### src/rtl/regfile_arb_pkg.sv
// Shared types and widths for the register-file debug arbiter.
package regfile_arb_pkg;

    localparam int REG_AW = 5;
    localparam int XLEN   = 32;

    typedef enum logic [1:0] {
        IDLE  = 2'd0,
        PEND  = 2'd1,
        STALL = 2'd2
    } arb_state_e;

    typedef struct packed {
        logic              we;
        logic [REG_AW-1:0] addr;
        logic [XLEN-1:0]   wdata;
    } dbg_req_t;

endpackage

### src/rtl/regfile_dbg_arbiter_sat_counter.sv
// Saturating up-counter; used for the optional stall statistics.
module sat_counter #(
    parameter int W = 16
) (
    input  logic         clk,
    input  logic         reset,
    input  logic         inc,
    output logic [W-1:0] count
);

    always_ff @(posedge clk or posedge reset) begin
        if (reset)
            count <= '0;
        else if (inc && (count != {W{1'b1}}))
            count <= count + W'(1);
    end

endmodule

### src/rtl/regfile_dbg_arbiter.sv
// Arbitrates regfile ports between the core (priority) and a debug requester.
// Optional REGFILE_ARB_STATS_EN adds a saturating stall_cnt output.
//
//   state | meaning
//   IDLE  | no debug op in flight, dbg_ready=1
//   PEND  | request latched; write waits for an idle core write port
//   STALL | ports stolen for one cycle, core frozen
module regfile_dbg_arbiter
    import regfile_arb_pkg::*;
#(
    parameter int MAX_WAIT = 8,
    parameter int WAIT_W   = $clog2(MAX_WAIT + 1)
) (
    input  logic              clk,
    input  logic              reset,
    input  logic              core_reg_wr,
    input  logic [REG_AW-1:0] core_waddr,
    input  logic [XLEN-1:0]   core_wdata,
    input  logic [REG_AW-1:0] core_raddr1,
    input  logic [REG_AW-1:0] core_raddr2,
    output logic [XLEN-1:0]   core_rdata1,
    output logic [XLEN-1:0]   core_rdata2,
    output logic              core_stall,
    output logic              rf_reg_wr,
    output logic [REG_AW-1:0] rf_waddr,
    output logic [XLEN-1:0]   rf_wdata,
    output logic [REG_AW-1:0] rf_raddr1,
    output logic [REG_AW-1:0] rf_raddr2,
    input  logic [XLEN-1:0]   rf_rdata1,
    input  logic [XLEN-1:0]   rf_rdata2,
    input  logic              dbg_valid,
    output logic              dbg_ready,
    input  logic              dbg_we,
    input  logic [REG_AW-1:0] dbg_addr,
    input  logic [XLEN-1:0]   dbg_wdata,
    output logic              dbg_done,
    output logic [XLEN-1:0]   dbg_rdata
`ifdef REGFILE_ARB_STATS_EN
    ,
    output logic [15:0]       stall_cnt
`endif
);

    // A starved write sees MAX_WAIT-1 PEND cycles; the last one moves to STALL.
    localparam logic [WAIT_W-1:0] STALL_AT = WAIT_W'((MAX_WAIT > 1) ? (MAX_WAIT - 2) : 0);

    arb_state_e        state, state_nxt;
    logic [WAIT_W-1:0] wait_cnt, wait_nxt;
    dbg_req_t          req;
    logic              commit;

    always_ff @(posedge clk or posedge reset) begin
        if (reset) begin
            state     <= IDLE;
            wait_cnt  <= '0;
            req       <= '0;
            dbg_done  <= 1'b0;
            dbg_rdata <= '0;
        end else begin
            state    <= state_nxt;
            wait_cnt <= wait_nxt;
            if (state == IDLE && dbg_valid)
                req <= '{we: dbg_we, addr: dbg_addr, wdata: dbg_wdata};
            dbg_done <= commit || (state == STALL);
            if (state == STALL && !req.we)
                dbg_rdata <= rf_rdata2;
        end
    end

    always_comb begin
        state_nxt = state;
        wait_nxt  = wait_cnt;
        commit    = 1'b0;
        case (state)
            IDLE: begin
                if (dbg_valid)
                    state_nxt = PEND;
            end
            PEND: begin
                if (!req.we) begin
                    state_nxt = STALL;
                end else if (!core_reg_wr) begin
                    commit    = 1'b1;
                    state_nxt = IDLE;
                    wait_nxt  = '0;
                end else begin
                    wait_nxt = wait_cnt + WAIT_W'(1);
                    if (wait_cnt >= STALL_AT)
                        state_nxt = STALL;
                end
            end
            STALL: begin
                state_nxt = IDLE;
                wait_nxt  = '0;
            end
            default: begin
                state_nxt = IDLE;
                wait_nxt  = '0;
            end
        endcase
    end

    always_comb begin
        rf_reg_wr  = core_reg_wr;
        rf_waddr   = core_waddr;
        rf_wdata   = core_wdata;
        rf_raddr1  = core_raddr1;
        rf_raddr2  = core_raddr2;
        core_stall = 1'b0;
        dbg_ready  = (state == IDLE);
        if (commit || (state == STALL && req.we)) begin
            rf_reg_wr = 1'b1;
            rf_waddr  = req.addr;
            rf_wdata  = req.wdata;
        end
        if (state == STALL) begin
            core_stall = 1'b1;
            if (!req.we) begin
                rf_reg_wr = 1'b0;
                rf_raddr2 = req.addr;
            end
        end
    end

    assign core_rdata1 = rf_rdata1;
    assign core_rdata2 = rf_rdata2;

`ifdef REGFILE_ARB_STATS_EN
    sat_counter #(.W(16)) u_stall_cnt (
        .clk   (clk),
        .reset (reset),
        .inc   (state == STALL),
        .count (stall_cnt)
    );
`endif

endmodule

### config.mk
export PLATFORM = sky130hd
export DESIGN_NAME = regfile_dbg_arbiter
export DESIGN_NICKNAME = d
export VERILOG_FILES = /design/src/rtl/regfile_arb_pkg.sv /design/src/rtl/regfile_dbg_arbiter_sat_counter.sv /design/src/rtl/regfile_dbg_arbiter.sv
export SDC_FILE = /design/constraint.sdc
export NUM_CORES = 1
export LEC_CHECK = 0
export ABC_AREA = 1
export CAP_MARGIN = 20
export CORE_AREA = 2 2 117 119
export CTS_BUF_LIST = sky130_fd_sc_hd__clkbuf_2
export CTS_CLUSTER_SIZE = 10
export DETAILED_ROUTE_END_ITERATION = 7
export DIE_AREA = 0 0 119 121
export DONT_BUFFER_PORTS = 1
export GPL_TIMING_DRIVEN = 0
export HOLD_SLACK_MARGIN = 0.12
export MAX_ROUTING_LAYER = met4
export SLEW_MARGIN = 10
export SYNTH_ARGS = -nofsm -noshare
export SYNTH_HDL_FRONTEND = slang
export SYNTH_SLANG_ARGS = --single-unit
### constraint.sdc
create_clock -name clk -period 2.3 [get_ports clk]
set_input_delay 0.46 -clock clk [delete_from_list [all_inputs] [get_ports clk]]
set_output_delay 0.46 -clock clk [all_outputs]
set_load 0.02 [all_outputs]
After elaboration in Yosys (flattened, before gate mapping)
Cells that the tools add are included.
{"block": "op_classes", "n_addsub": 1, "order_cmp": 1, "mux": 19, "n_bitwise": 1, "n_eq_ne": 5, "reduce_logical": 9}
{"cell": "$mux W32", "count": 1}
{"cell": "$mux W5", "count": 3}
{"cell": "$mux W2", "count": 4}
{"cell": "$mux W4", "count": 2}
{"cell": "$pmux W4 S2", "count": 1}
{"cell": "$mux W1", "count": 7}
{"cell": "$add A4 B1 Y4 const B", "count": 1}
{"cell": "$ge A4 B3 Y1 const B", "count": 1}
{"cell": "$ne A2 B2 Y1 const B", "count": 2}
{"cell": "$ne A4 B4 Y1 const B", "count": 1}
{"cell": "$pmux W2 S2", "count": 1}
{"cell": "$reduce_and A2 Y1", "count": 2}
{"cell": "$logic_and A1 B1 Y1", "count": 3}
{"cell": "$eq A2 B1 Y1 const B", "count": 1}
{"cell": "$eq A2 B2 Y1 const B", "count": 1}
{"cell": "$logic_not A2 Y1", "count": 1}
{"cell": "$logic_or A1 B1 Y1", "count": 2}
{"cell": "$logic_not A1 Y1", "count": 1}
{"cell": "$not A1 Y1", "count": 1}
{"block": "word_totals", "reg_bits": 77, "out_inout_bits": 147, "input_bits": 153}

Depth between registers and ports, before layout
{"block": "logic_depth", "ltp_word": 7, "ltp_mapped": 7, "ltp_nobuf": 6}

Worst setup path after synthesis
OpenSTA, ideal clock, no wires.
{"block": "synth_path", "path_kind": "register to output", "from": "reg state[0]", "to": "out rf_wdata[10]", "arrival_ps": 1226, "n_path_buf": 2, "required_ps": 1840, "stages_incl_launch_ff": 8, "slack_ps": 614, "path_cell_list": "dfrtp_1 -> inv_2 -> nor2_2 -> nand2_1 -> buf_2 -> buf_2 -> nand3_1 -> nand2_1"}
{"block": "synth_between", "elab_chain_len": 4}
{"element": "start, declared", "line_no": "regfile_dbg_arbiter.sv:47", "text": "arb_state_e state, state_nxt;"}
{"element": "start signal, assigned", "line_no": "regfile_dbg_arbiter.sv:60", "text": "state <= state_nxt;"}
{"element": "$eq A2 B1 Y1 / $eq A2 B2 Y1 (equally long branches)", "line_no": "regfile_dbg_arbiter.sv:74, regfile_dbg_arbiter.sv:111"}
{"element": "$mux W1 / $logic_and A1 B1 Y1 (equally long branches)", "line_no": "regfile_dbg_arbiter.sv:74, regfile_dbg_arbiter.sv:111"}
{"element": "$logic_or A1 B1 Y1 (*)", "line_no": "regfile_dbg_arbiter.sv:111", "text": "if (commit || (state == STALL && req.we)) begin"}
{"element": "$mux W32 (*)", "line_no": "regfile_dbg_arbiter.sv:111"}
{"element": "end, declared", "line_no": "regfile_dbg_arbiter.sv:26", "text": "output logic [XLEN-1:0] rf_wdata,"}
Mark *: on every way between the ends. The rest lies on a longest branch, timed or not.

Worst setup path after layout
{"block": "layout_path", "from": "reg state[1]", "to": "out rf_wdata[2]"}
Same word-level chain as after synthesis.

==> results.toml <==
[worst_setup_path]
cp-end-kind = "primary output"
crit_fanout = 10
cp-start-kind = "register"
path_cells = "inv_2, nor2_4, nand2_4, buf_8, buf_8, nand3_1, nand2_2"
required_ns = 1.84
crit_arrival_ns = 1.85
reg2reg_from = "state[0]"
cpMaxStageDelayCell = "dfrtp_2"
rr_worst_depth = 5
critPathKind = "reg2out"
ff2ff_setup_slack_ns = 0.67
max_stage_delay_ns = 0.45
r2r_end = "req[10]"
cpMostUsedCell = "buf_8"

[finish]
final_cell_area_sq_mm = 0.005978
drive_gt1_share_pct = 31.98
nets = 814
fill_cells = 1250
antenna_cells = 0
syn2layout_area_growth_pct = 40.69

[sta]
relSlewSlack_pct = 62.54
final.setup.worst_slack_ns = -0.01144
fmax_mhz = 432.6
finalHoldViolations = 0
skew_ns = 0.03755
worstMarginPinSlew_ns = 0.5607
setup-violations-final = 1
fin_crit_sh_pct = 100.5
finalMaxSlewViolations = 0
rsz0062_at_grt = "true"
final.min_clock_period_ns = 2.311

[synth]
synth-seq-cells = 77
syn_inst = 566
syn_area_sq_mm = 0.004249
synth_nets = 721
ys_warn_count = 0
yosysMostFrequentCell = "nand2_1"
synthTopCellsByCount = "nand2_1 (236), nand3_1 (115), dfrtp_1 (77), buf_4 (74), buf_2 (17)"
avgSynthCellArea_sq_um = 7.507
synth_cell_type_count = 18
synth_ff_type = "dfrtp_1"
synth_edf_count = 0
synth_top_cell_by_area = "dfrtp_1"
yosys.area.top_type_share_pct = 45.35
synthArstFlopShare_pct = 100.0
yosysSeqAreaShare_pct = 45.35
netlist_top_cells_area = "dfrtp_1 (45%), nand2_1 (21%), nand3_1 (14%)"

[clocking]
cts_buffers = 9
cts_tree = "yes"
cts_root_buf = "clkbuf_2"
cts_num_sinks = 77
clk_latency_ns = 0.55
cts_buffer_depth = 2
cts.htree.levels = 3
clkTransAtPathRegs_ns = 0.22

[power_and_ir_drop]
seq_power_share_pct = 40.0
power_frac_comb_pct = 51.1
peakVddDrop_v = 0.0005554
clkPwrFrac_pct = 8.8
switching_power_mw = 3.758
swShare_pct = 52.37
p_total_mw = 7.177
powerDensity_mw_per_mm2 = 1201
leakage_nw = 3.072
internal_power_mw = 3.419

[grt]
grt_pass1_vias = 4172
grt_max_degree = 32
track_usage_pct = 21.70
grt-ovfl-total = 0
antenna_found_initial = 0
grt_pass1_wl_microns = 22940

[floorplanning]
die_y_microns = 121
die_w_microns = 119
fp.dieArea_sq_mm = 0.01440
core_area_sq_mm = 0.01309
io_pins = 300
rows = 42
start_util_pct = 32.47

[status]
outcome = "complete, but fails checks"
violations = "negative setup slack"

[min_path]
hold_path_depth = 3
hold_path.class = "in2reg"
hp-start = "dbg_valid"
holdPathEnd = "req[17]"

[place]
placement.io_buffers = 0
gp_congestion = 0.8416
dpl_cell_area_sq_mm = 0.004513
hpwl_microns = 11010

[route]
drc_errors = 0
drt-wirelength-per-cell_microns = 18.98
drtIter0Drc = 207
vias_per_cell = 5.010
drt_pass1_iterations = 5
wl_microns = 15930
via_count = 4203
ant_nets = 0

[run]
max_cap_viol_count = 0
## what timing repair did
| action | CTS | global route |
|---|---|---|
| gates cloned | 0 | 1 |
| gates resized for setup | 83 | 74 |
| pin swaps | 2 | 22 |
| buffers inserted | 6 | 3 |
| hold endpoints to repair | 136 | 0 |
| endpoints found under the setup margin | 44 | 43 |
| hold buffers | 72 | 0 |
## cell usage in the layout (no fill, tap or decap), drive strengths merged
cell         instances
dfrtp               77
nand3              115
o21ai                4
ha                   2
xor2                 1
nand4                1
clkbuf              19
nor2                10
clkinv               4
a21oi                2
buf                106
o31ai                1
nand2              237
clkinvlp             1
dlygate4sd3         72
inv                 11
## critical path, delay by kind of cell, from the launching register on
| kind | cells | cell delay, ns |
|---|---|---|
| buffers and inverters | 3 | 0.37 |
| DFF | 1 | 0.45 |
| and+or+nand+nor | 4 | 0.50 |
## kinds of logic after synthesis
kind of cell	count (synthesis)	share of synthesized area (%)
compound gates	7	0.8835
xor+xnor	1	0.2062
fa+ha+maj	2	0.5888
buf+inv	116	17.28
flops	77	45.35
simple gates	363	35.69
## metrics by stage
| step | util, % | instances | setup WS (ns) | setup TNS (ns) | hold WS [ns] |
|---|---|---|---|---|---|
| final | 45.69 | 839 | -0.01144 | -0.01144 | 0.2533 |
| after detailed placement | 34.49 | 744 | 0.1749 | 0 | 0.4150 |
| after CTS | 42.84 | 835 | -0.08655 | -2.486 | 0.1547 |
| after global placement | 34.18 | 742 | 0.1759 | 0 | 0.4561 |
| after global routing | 45.69 | 839 | -0.1535 | -3.846 | 0.1781 |
| after floorplan | - | 566 | 0.6138 | 0 | 0.4422 |
## final cells by class
class / instances / area [sq um] / area share, %
multi-input combinational: 373 / 2022 / 33.82
tap: 176 / 220.2 / 3.684
buffer: 102 / 803.3 / 13.44
timing repair buffer: 84 / 873.3 / 14.61
clock buffer: 11 / 55.05 / 0.9209
inverter: 12 / 48.80 / 0.8162
sequential: 77 / 1929 / 32.27
clock inverter: 4 / 26.28 / 0.4395
## metal layers
layer | routed length, microns | up-vias | global-route usage [%]
met2 | 8284 | 236 | 36.82
met4 | 626 | 0 | 10.79
li1 | - | 1921 | -
met5 | 0 | - | -
met1 | 5701 | 2002 | 23.52
met3 | 1313 | 44 | 5.921
## worst max path at each step
stage,end,depth (start not counted),slack (ns),start
final,rf_wdata[2],7,-0.01,state[1]
after global routing,rf_wdata[2],7,-0.15,state[1]
after CTS,rf_waddr[2],7,-0.09,state[1]
after detailed placement,rf_wdata[12],7,0.17,state[0]
after global placement,rf_wdata[12],7,0.18,req[37]
after floorplan,rf_wdata[10],7,0.61,state[0]
## state kept, by name, indices dropped and copies added (netlist names)
name,count
req,38
dbg_rdata,32
wait_cnt,4
state,2
dbg_done,1
## power by group through the flow
stage	clock network (mW)	registers, mW	logic (mW)
finish	0.633	2.87	3.67
global route	0.731	2.97	4.00
CTS	0.684	2.84	3.24
detailed placement	0	2.86	2.78
global placement	0	2.83	2.70
floorplan	0	2.71	2.20
Note: power is estimated with default switching activity, not from simulation.
